`src/rtl/byte_load_sequencer_if.sv`:
```
// Bus bundle for byte_load_sequencer: memory read port, byte-extractor operands
// and the valid/ready byte output stream.
interface byte_load_sequencer_if #(
    parameter int N  = 32,
    parameter int AW = 16
);
    logic          mem_rd_en;
    logic [AW-1:0] mem_addr;
    logic [N-1:0]  mem_rdata;
    logic [N-1:0]  ext_word;
    logic [N-1:0]  ext_sel;
    logic [N-1:0]  ext_result;
    logic          out_valid;
    logic          out_ready;
    logic [7:0]    out_byte;

    modport master (
        output mem_rd_en, mem_addr, ext_word, ext_sel, out_valid, out_byte,
        input  mem_rdata, ext_result, out_ready
    );

    modport slave (
        input  mem_rd_en, mem_addr, ext_word, ext_sel, out_valid, out_byte,
        output mem_rdata, ext_result, out_ready
    );
endinterface

```
`src/rtl/byte_load_sequencer.sv`:
```
// Streams packed bytes out of word-wide memory: one read per word, then steps the
// external extractor through lanes 1..4, presenting each byte on valid/ready.
module byte_load_sequencer #(
    parameter int N  = 32,
    parameter int AW = 16,
    parameter int LW = 16
) (
    input  logic          clk,
    input  logic          rst_n,
    input  logic          start,
    input  logic [AW-1:0] base_addr,
    input  logic [LW-1:0] word_count,
    input  logic          abort,
    output logic          busy,
    output logic          done,
    byte_load_sequencer_if.master bus
);

    typedef enum logic [2:0] {
        ST_IDLE,
        ST_FETCH,
        ST_WAIT,
        ST_EMIT,
        ST_DONE
    } state_t;

    state_t        state;
    logic [AW-1:0] addr;
    logic [LW-1:0] words_left;
    logic [2:0]    lane;
    logic          handshake;
    logic          ext_unused;

    assign handshake    = bus.out_valid && bus.out_ready;
    assign bus.mem_addr = addr;
    assign bus.out_byte = bus.ext_result[7:0];
    assign ext_unused   = ^bus.ext_result[N-1:8];

    // Outputs are registered alongside the state, so each transition also sets
    // the output values that belong to the state being entered.
    always_ff @(posedge clk) begin
        if (!rst_n) begin
            state         <= ST_IDLE;
            addr          <= '0;
            words_left    <= '0;
            lane          <= '0;
            busy          <= 1'b0;
            done          <= 1'b0;
            bus.mem_rd_en <= 1'b0;
            bus.ext_word  <= '0;
            bus.ext_sel   <= '0;
            bus.out_valid <= 1'b0;
        end else if (abort && state != ST_IDLE) begin
            // Abort wins over everything, including a handshake and a word in flight.
            state         <= ST_IDLE;
            busy          <= 1'b0;
            done          <= 1'b0;
            bus.mem_rd_en <= 1'b0;
            bus.ext_sel   <= '0;
            bus.out_valid <= 1'b0;
        end else begin
            done          <= 1'b0;
            bus.mem_rd_en <= 1'b0;
            unique case (state)
                ST_IDLE: begin
                    if (start) begin
                        addr       <= base_addr & ~AW'(3);
                        words_left <= word_count;
                        if (word_count == '0) begin
                            state <= ST_DONE;
                            done  <= 1'b1;
                        end else begin
                            state         <= ST_FETCH;
                            busy          <= 1'b1;
                            bus.mem_rd_en <= 1'b1;
                        end
                    end
                end
                ST_FETCH: begin
                    state <= ST_WAIT;
                end
                ST_WAIT: begin
                    bus.ext_word  <= bus.mem_rdata;
                    lane          <= 3'd1;
                    addr          <= addr + AW'(4);
                    words_left    <= words_left - LW'(1);
                    state         <= ST_EMIT;
                    bus.ext_sel   <= N'(3'd1);
                    bus.out_valid <= 1'b1;
                end
                ST_EMIT: begin
                    if (handshake) begin
                        if (lane < 3'd4) begin
                            lane        <= lane + 3'd1;
                            bus.ext_sel <= N'(lane + 3'd1);
                        end else begin
                            bus.ext_sel   <= '0;
                            bus.out_valid <= 1'b0;
                            if (words_left != '0) begin
                                state         <= ST_FETCH;
                                bus.mem_rd_en <= 1'b1;
                            end else begin
                                state <= ST_DONE;
                                busy  <= 1'b0;
                                done  <= 1'b1;
                            end
                        end
                    end
                end
                ST_DONE: begin
                    state <= ST_IDLE;
                end
                default: begin
                    state <= ST_IDLE;
                end
            endcase
        end
    end

endmodule
```
`src/flat_wrapper.sv`:
```
// flat-port wrapper written by rule: the top's interface ports become plain ports
module byte_load_sequencer_flat 
#(
    parameter int N  = 32,
    parameter int AW = 16,
    parameter int LW = 16
)
  (clk, rst_n, start, base_addr, word_count, abort, busy, done, bus_mem_rd_en, bus_mem_addr, bus_ext_word, bus_ext_sel, bus_out_valid, bus_out_byte, bus_mem_rdata, bus_ext_result, bus_out_ready);
  byte_load_sequencer_if #(.N(N), .AW(AW)) bus_i ();
  input  logic clk;
  input  logic rst_n;
  input  logic start;
  input  logic [AW-1:0] base_addr;
  input  logic [LW-1:0] word_count;
  input  logic abort;
  output logic busy;
  output logic done;
  output wire logic [$bits(bus_i.mem_rd_en)-1:0] bus_mem_rd_en;
  output wire logic [$bits(bus_i.mem_addr)-1:0] bus_mem_addr;
  output wire logic [$bits(bus_i.ext_word)-1:0] bus_ext_word;
  output wire logic [$bits(bus_i.ext_sel)-1:0] bus_ext_sel;
  output wire logic [$bits(bus_i.out_valid)-1:0] bus_out_valid;
  output wire logic [$bits(bus_i.out_byte)-1:0] bus_out_byte;
  input wire logic [$bits(bus_i.mem_rdata)-1:0] bus_mem_rdata;
  input wire logic [$bits(bus_i.ext_result)-1:0] bus_ext_result;
  input wire logic [$bits(bus_i.out_ready)-1:0] bus_out_ready;
  assign bus_mem_rd_en = bus_i.mem_rd_en;
  assign bus_mem_addr = bus_i.mem_addr;
  assign bus_ext_word = bus_i.ext_word;
  assign bus_ext_sel = bus_i.ext_sel;
  assign bus_out_valid = bus_i.out_valid;
  assign bus_out_byte = bus_i.out_byte;
  assign bus_i.mem_rdata = bus_mem_rdata;
  assign bus_i.ext_result = bus_ext_result;
  assign bus_i.out_ready = bus_out_ready;
  byte_load_sequencer #(.N(N), .AW(AW), .LW(LW)) u_core (.clk(clk), .rst_n(rst_n), .start(start), .base_addr(base_addr), .word_count(word_count), .abort(abort), .busy(busy), .done(done), .bus(bus_i));
endmodule
```
`config.mk`:
```
export PLATFORM = sky130hd
export DESIGN_NAME = byte_load_sequencer_flat
export DESIGN_NICKNAME = d
export VERILOG_FILES = /design/src/rtl/byte_load_sequencer_if.sv /design/src/rtl/byte_load_sequencer.sv /design/src/flat_wrapper.sv
export SDC_FILE = /design/constraint.sdc
export NUM_CORES = 1
export LEC_CHECK = 0
export ABC_AREA = 0
export BUFFER_PORTS_ARGS = -buffer_cell sky130_fd_sc_hd__buf_2
export CORE_UTILIZATION = 47
export CTS_BUF_LIST = sky130_fd_sc_hd__clkbuf_16
export DETAILED_ROUTE_END_ITERATION = 12
export GPL_ROUTABILITY_DRIVEN = 0
export MAX_ROUTING_LAYER = met4
export PLACE_DENSITY = 0.91
export SYNTH_ARGS = -nofsm -noshare
export SYNTH_HDL_FRONTEND = slang
export SYNTH_SLANG_ARGS = --single-unit
```
`constraint.sdc`:
```
create_clock -name clk -period 2.58 [get_ports clk]
set_input_delay 0.258 -clock clk [delete_from_list [all_inputs] [get_ports clk]]
set_output_delay 0.258 -clock clk [all_outputs]
set_load 0.005 [all_outputs]
```
### Word-level counts from Yosys, hierarchy flattened

Index checks and enable logic that the tools add are counted.

| storage, ports and cells | value |
|---|---|
| output and inout port bits | 92 |
| flip-flop bits (word level) | 106 |
| logic and storage cells | 80 |
| input bits | 101 |

| operators by class | value |
|---|---|
| mux-type cells | 37 |
| bitwise gates (word level) | 2 |
| equality and inequality tests | 9 |
| add/sub/neg operators | 4 |
| order comparisons | 1 |
| reduce and logical (&&, ||, !) cells | 17 |

Operator list:

| cell | number |
|---|---|
| 32-bit 2-to-1 mux | 2 |
| 16-bit case mux with 2 select lines | 2 |
| 32-bit case mux with 2 select lines | 1 |
| 16-bit 2-to-1 mux | 2 |
| 3-bit 2-to-1 mux | 7 |
| 1-bit 2-to-1 mux | 17 |
| 16-bit by 3-bit adder with 16-bit output, second input constant | 1 |
| 16-bit logical NOT | 1 |
| 16-bit nonzero test | 1 |
| 16-bit by 1-bit subtractor with 16-bit output, second input constant | 1 |
| 3-bit case mux with 4 select lines | 1 |
| 3-bit AND reduction | 3 |
| 2-bit inequality test, second input constant | 4 |
| 1-bit case mux with 2 select lines | 4 |
| 3-bit by 2-bit equality test with 1-bit output, second input constant | 2 |
| 3-bit case mux with 2 select lines | 1 |
| 6-bit AND reduction | 1 |
| 2-bit nonzero test | 3 |
| 3-bit by 1-bit adder with 4-bit output, second input constant | 1 |
| 2-bit by 1-bit inequality test with 1-bit output, second input constant | 2 |
| 2-bit AND reduction | 2 |
| 4-bit AND reduction | 1 |
| 3-bit by 1-bit adder with 3-bit output, second input constant | 1 |
| 3-bit by 1-bit equality test with 1-bit output, second input constant | 1 |
| other kinds (6) | 8 |

### Depth between registers and ports, before layout

| depth | value |
|---|---|
| word-level depth | 5 |
| gate-level depth with buffers | 8 |
| depth with buffers taken out | 6 |

### Worst setup path after synthesis

OpenSTA, ideal clock, no wires.

| timing | value |
|---|---|
| kind | register to register |
| from | register u_core.words_left[0] |
| to | register u_core.words_left[14] |
| clock period less this slack | 1,958 ps |
| cell stages (with the launch flop) | 7 |
| data arrival time | 1,884 ps |
| buffers on the path | 0 |
| setup time | 75 ps |
| data required time | 2,505 ps |
| setup slack | 622 ps |
| path through | dfxtp_1 inv_1 ha_1 nor3b_1 nand4_1 or4_1 a31oi_1 |

| between the ends | value |
|---|---|
| longest elaborated chain between the ends | 2 |

RTL lines:

| what | line | RTL |
|---|---|---|
| start: declaration | byte_load_sequencer.sv:29 | `logic [LW-1:0] words_left;` |
| start signal: assignment | byte_load_sequencer.sv:68 | `words_left <= word_count;` |
| start signal: assignment | byte_load_sequencer.sv:86 | `words_left <= words_left - LW'(1);` |
| 16-bit by 1-bit subtractor with 16-bit output | byte_load_sequencer.sv:86 |  |
| 16-bit case mux with 2 select lines | byte_load_sequencer.sv:64 | `unique case (state)` |

No other way between the ends.
A chain may end at the register's enable or synchronous reset.

### Worst setup path after layout

| timing | value |
|---|---|
| from | register u_core.state[2] |
| to | register u_core.words_left[4] |

| between the ends | value |
|---|---|
| longest elaborated chain between the ends | 4 |
| elaborated cells on any way between the ends | 9 |
| classes of those cells | eq/ne: 2; mux: 1; bitwise: 1; reduce/logical: 5 |

RTL lines:

| what | line | RTL |
|---|---|---|
| start: declaration | byte_load_sequencer.sv:27 | `state_t state;` |
| start signal: assignment | byte_load_sequencer.sv:43 | `state <= ST_IDLE;` |
| start signal: assignment | byte_load_sequencer.sv:55 | `state <= ST_IDLE;` |
| start signal: assignment | byte_load_sequencer.sv:70 | `state <= ST_DONE;` |
| parallel branches: the longest is 4 deep, another holds 3-bit by 2-bit equality test with 1-bit output | n/a |  |

Parallel ways; which one is timed is not known.

==> results.md <==
- The actual transition at the worst max-transition pin is 0.643 ns.
- The final route contains 4091 vias.
- The count of buffers added on input and output ports is 120.
- Tracing the worst setup path back leads to its startpoint at u_core.state[2].
- The synthesized cell area is 4040 um2.
- The first global-routing pass estimated 16.6 mm of wire.
- The final core utilization is 0.594.
- The setup TNS is 0 ns.
- Once routing completed, OpenROAD measured the worst setup slack at 0.377 ns.
- Of all nets on the critical path, the largest fanout is 12.
- The count of cell types in the netlist is 59.
- Of the available clock period, the critical path in the final layout requires 0.854.
- The startpoint of the most critical hold path is bus_mem_rdata[16].
- In this run the deepest clock path goes through 2 buffers.
- The startpoint of the lowest-slack register-to-register path is u_core.state[2].
- Entering global routing, the biggest net connects 33 pins.
- In this run, post-CTS hold repair placed 0 buffers.
- The count of H-tree levels built during CTS is 3.
- The data arrival time at the worst-slack endpoint is 2.45 ns.
- The clock latency reported for the late side of the worst-skew pair is 0.33 ns.
- For this design, the sink count on the clock tree is 76.
- After clock tree synthesis, the repair step resized 0 gates.
- The clock root buffer is sky130_fd_sc_hd__clkbuf_16.
- Dividing the detail-routed wire length by the instance count gives 14.3 um.
- In this run the tightest slew margin relative to its limit is 0.571.
- The wire-length estimate of the detail-placed layout is 7.41 mm.
- At the placement stage, the worst setup path has a slack of 0.433 ns.
- After detailed placement, the design holds a cell count of 714.
- The number of warnings printed during yosys synthesis is 0.
- The wire length reported by the detailed router is 10.4 mm.
- The met3 track utilization from global routing is 0.0636.
- The area growth from synthesis to layout is 21.4%.
- The number of antenna violations at the first check in global routing came to 0.
- The sequential cells in the finished layout cover a total of 1520 um2.
- The number of hold violations in the final report is 0.
- The fraction of registers with async set or reset after synthesis is 0.
- The area enclosed by the die boundary is 8970 um2.
- The count of routing violations after the opening detailed-route iteration is 189.
- The residual antenna-violating net count after detailed routing is 0.
- The aggregate global routing overflow is 0.
- Clock tree synthesis inserted a total of 9 buffers.
- The vias per cell is 5.60.
- 0 antenna diodes ended up in the layout.
- In the routed design, unresolved DRC markers number 0.
- The classification of the worst-slack hold path is input pin to register.
- The non-filler instance count after layout is 730.
- The width of the die is 94.7 um.
- The filler cells instantiated in the layout total 708.
- The critical path goes through or2_1, a211oi_4, nand2_1, o21ai_0.
- The mean instance size in the synthesized netlist is 7.81 um2.
- The total track usage is 0.241.
- The global-route met1 utilization is 0.281.
- Counting flops with a built-in enable in the synthesized netlist gives 0.
- The final hold slack is 0.159 ns.
- The clock transition at the register clock pins on the worst setup and hold paths after CTS is 0.06 ns.
- The worst setup path is captured at a register.
- The TritonCTS clock tree is done.
- The standby leakage power is 2.08 nW.
- The total iterations of the first detailed-routing run is 4.
- The cell count after synthesis is 517.
- The via count of the first global-routing pass was 3686.
- The instance area at placement is 4580 um2.
- For this configuration, the core starts out at a cell density of 0.489.
- The reported max-cap violation count is 0.
- The largest voltage drop on the vdd net is 0.000295 V.
- The floorplan step set the die height to 94.7 um.
- The final non-filler cell area is 4910 um2.
- The critical path is of the register to register type.
- The region available for standard cell placement spans 8260 um2.
- In the final layout, the multi-input gates occupy 2180 um2.
- At the worst endpoint, the required time is 2.83 ns.
- For met2 alone, demand over resource in global routing was 0.390.
- For this design the ratio of total power to cell area is 708 nW/um2.
- The routed design could run at a clock period as short as 2.20 ns.
- The flip-flop and latch count after synthesis is 76.
- The count of final setup violators is 0.
- The layer flagged by global routing as most heavily used is met2.
- For this design the top-level I/O count stands at 193.
- Setup repair after global routing left no endpoint under its margin.
- The slowest cell on the critical path is sky130_fd_sc_hd__a211oi_4.
- The largest single stage delay on the critical path is 0.61 ns.
- The flow ran to the end, and the final reports show no timing, DRC or antenna violations.
- The final number of max-transition violations was 0.
- Based on the critical path, the design can be clocked at up to 454 MHz.
- The primary flip-flop cell chosen by synthesis mapping is sky130_fd_sc_hd__dfxtp_1.
- The total power of the final layout is 3.47 mW.
- The number of cell rows is 33.
- The fraction of final layout cells sized beyond drive strength 1 is 0.262.
- The worst setup skew after layout is 0.00705 ns.
- The net total in the final layout is 726.
- The share of the Yosys chip area taken by registers is 0.377.
- The worst setup path is launched from a register.
- Once the clock tree was built, the setup fixing pass inserted 0 buffers.
## sequential cells by signal (all words and copies together) (netlist names)
name / count
u_core.bus.ext_sel: 4
u_core.bus.ext_word: 32
u_core.bus.mem_addr: 14
u_core.bus.mem_rd_en: 1
u_core.bus.out_valid: 1
u_core.busy: 1
u_core.done: 1
u_core.lane: 3
u_core.state: 3
u_core.words_left: 16
## final cells by class
class                      count  area share
multi-input combinational    391       0.444
sequential                    76       0.310
timing repair buffer         135       0.148
clock buffer                   9      0.0459
tap                          105      0.0268
clock inverter                 7      0.0199
inverter                       7     0.00536
## per-layer routing
metal | vias up | wire length [um]
met2 | 181 | 5120
li1 | 1985 | -
met3 | 34 | 811
met5 | - | 0
met4 | 0 | 248
met1 | 1891 | 4250
## synthesized netlist by cell type, types with 6 or more instances
| library cell | count | share of area |
|---|---|---|
| sky130_fd_sc_hd__a21oi_1 | 51 | 0.063 |
| sky130_fd_sc_hd__a31oi_1 | 9 | 0.014 |
| sky130_fd_sc_hd__buf_4 | 40 | 0.074 |
| sky130_fd_sc_hd__clkbuf_1 | 25 | 0.023 |
| sky130_fd_sc_hd__dfxtp_1 | 76 | 0.38 |
| sky130_fd_sc_hd__inv_1 | 6 | 0.0056 |
| sky130_fd_sc_hd__mux2i_1 | 12 | 0.030 |
| sky130_fd_sc_hd__nand2_1 | 88 | 0.082 |
| sky130_fd_sc_hd__nand3_1 | 19 | 0.024 |
| sky130_fd_sc_hd__nand4_1 | 12 | 0.019 |
| sky130_fd_sc_hd__nor2_1 | 32 | 0.030 |
| sky130_fd_sc_hd__nor3_1 | 15 | 0.019 |
| sky130_fd_sc_hd__nor4_1 | 16 | 0.025 |
| sky130_fd_sc_hd__o211ai_1 | 7 | 0.013 |
| sky130_fd_sc_hd__o21ai_0 | 18 | 0.022 |
## where the power goes
part	total [mW]	leakage, nW	internal, mW	switching, mW
clock network	1.36	0.154	0.852	0.507
registers	1.38	0.620	1.27	0.110
logic	0.736	1.30	0.313	0.423
## cell families after synthesis
family	count (synthesis)	synth area share
buf+inv	79	0.116
mux	14	0.0353
flops	76	0.377
compound gates	116	0.178
other cells	1	0.000928
fa+ha+maj	5	0.0155
simple gates	226	0.277
## worst max-delay path, delay by kind of cell, from the launching register on
family	cells	cell delay, ns
flops	1	0.40
compound gates	2	0.88
simple gates	2	0.83
## placed cells by master (no fill, tap or decap), types with 3 or more instances in the layout
cell type | netlist | routed
sky130_fd_sc_hd__nand4_1 | 12 | 12
sky130_fd_sc_hd__buf_2 | 5 | 120
sky130_fd_sc_hd__nor4_1 | 16 | 16
sky130_fd_sc_hd__nor3_1 | 15 | 15
sky130_fd_sc_hd__ha_1 | 5 | 5
sky130_fd_sc_hd__nand2_1 | 88 | 88
sky130_fd_sc_hd__a211oi_1 | 5 | 5
sky130_fd_sc_hd__o22ai_1 | 4 | 4
sky130_fd_sc_hd__nand3b_1 | 3 | 3
sky130_fd_sc_hd__and2_1 | 5 | 5
sky130_fd_sc_hd__nor4b_1 | 3 | 3
sky130_fd_sc_hd__a21oi_1 | 51 | 51
sky130_fd_sc_hd__o21ai_0 | 18 | 18
sky130_fd_sc_hd__buf_4 | 40 | 14
sky130_fd_sc_hd__or4_1 | 3 | 3
sky130_fd_sc_hd__o211ai_1 | 7 | 7
sky130_fd_sc_hd__nor3b_1 | 5 | 4
sky130_fd_sc_hd__inv_1 | 6 | 6
sky130_fd_sc_hd__a32oi_1 | 3 | 3
sky130_fd_sc_hd__a31oi_1 | 9 | 9
sky130_fd_sc_hd__and3_1 | 4 | 4
sky130_fd_sc_hd__and2_0 | 4 | 4
sky130_fd_sc_hd__nand3_1 | 19 | 19
sky130_fd_sc_hd__clkbuf_16 | 0 | 9
sky130_fd_sc_hd__nand2b_1 | 5 | 5
sky130_fd_sc_hd__nor2_1 | 32 | 32
sky130_fd_sc_hd__dfxtp_1 | 76 | 76
sky130_fd_sc_hd__mux2i_1 | 12 | 12
sky130_fd_sc_hd__conb_1 | 1 | 30
## path summary, 6_finish.rpt
check,endpoint,slack [ns],cells after the start
worst max register to register,u_core.words_left[4],0.38,4
worst min-delay path,u_core.bus.ext_word[16],0.16,3
worst min register to register,u_core.bus.ext_word[16],0.45,2
worst max-delay path,u_core.words_left[4],0.38,4
No activity file was read; power rests on OpenSTA's default activity.
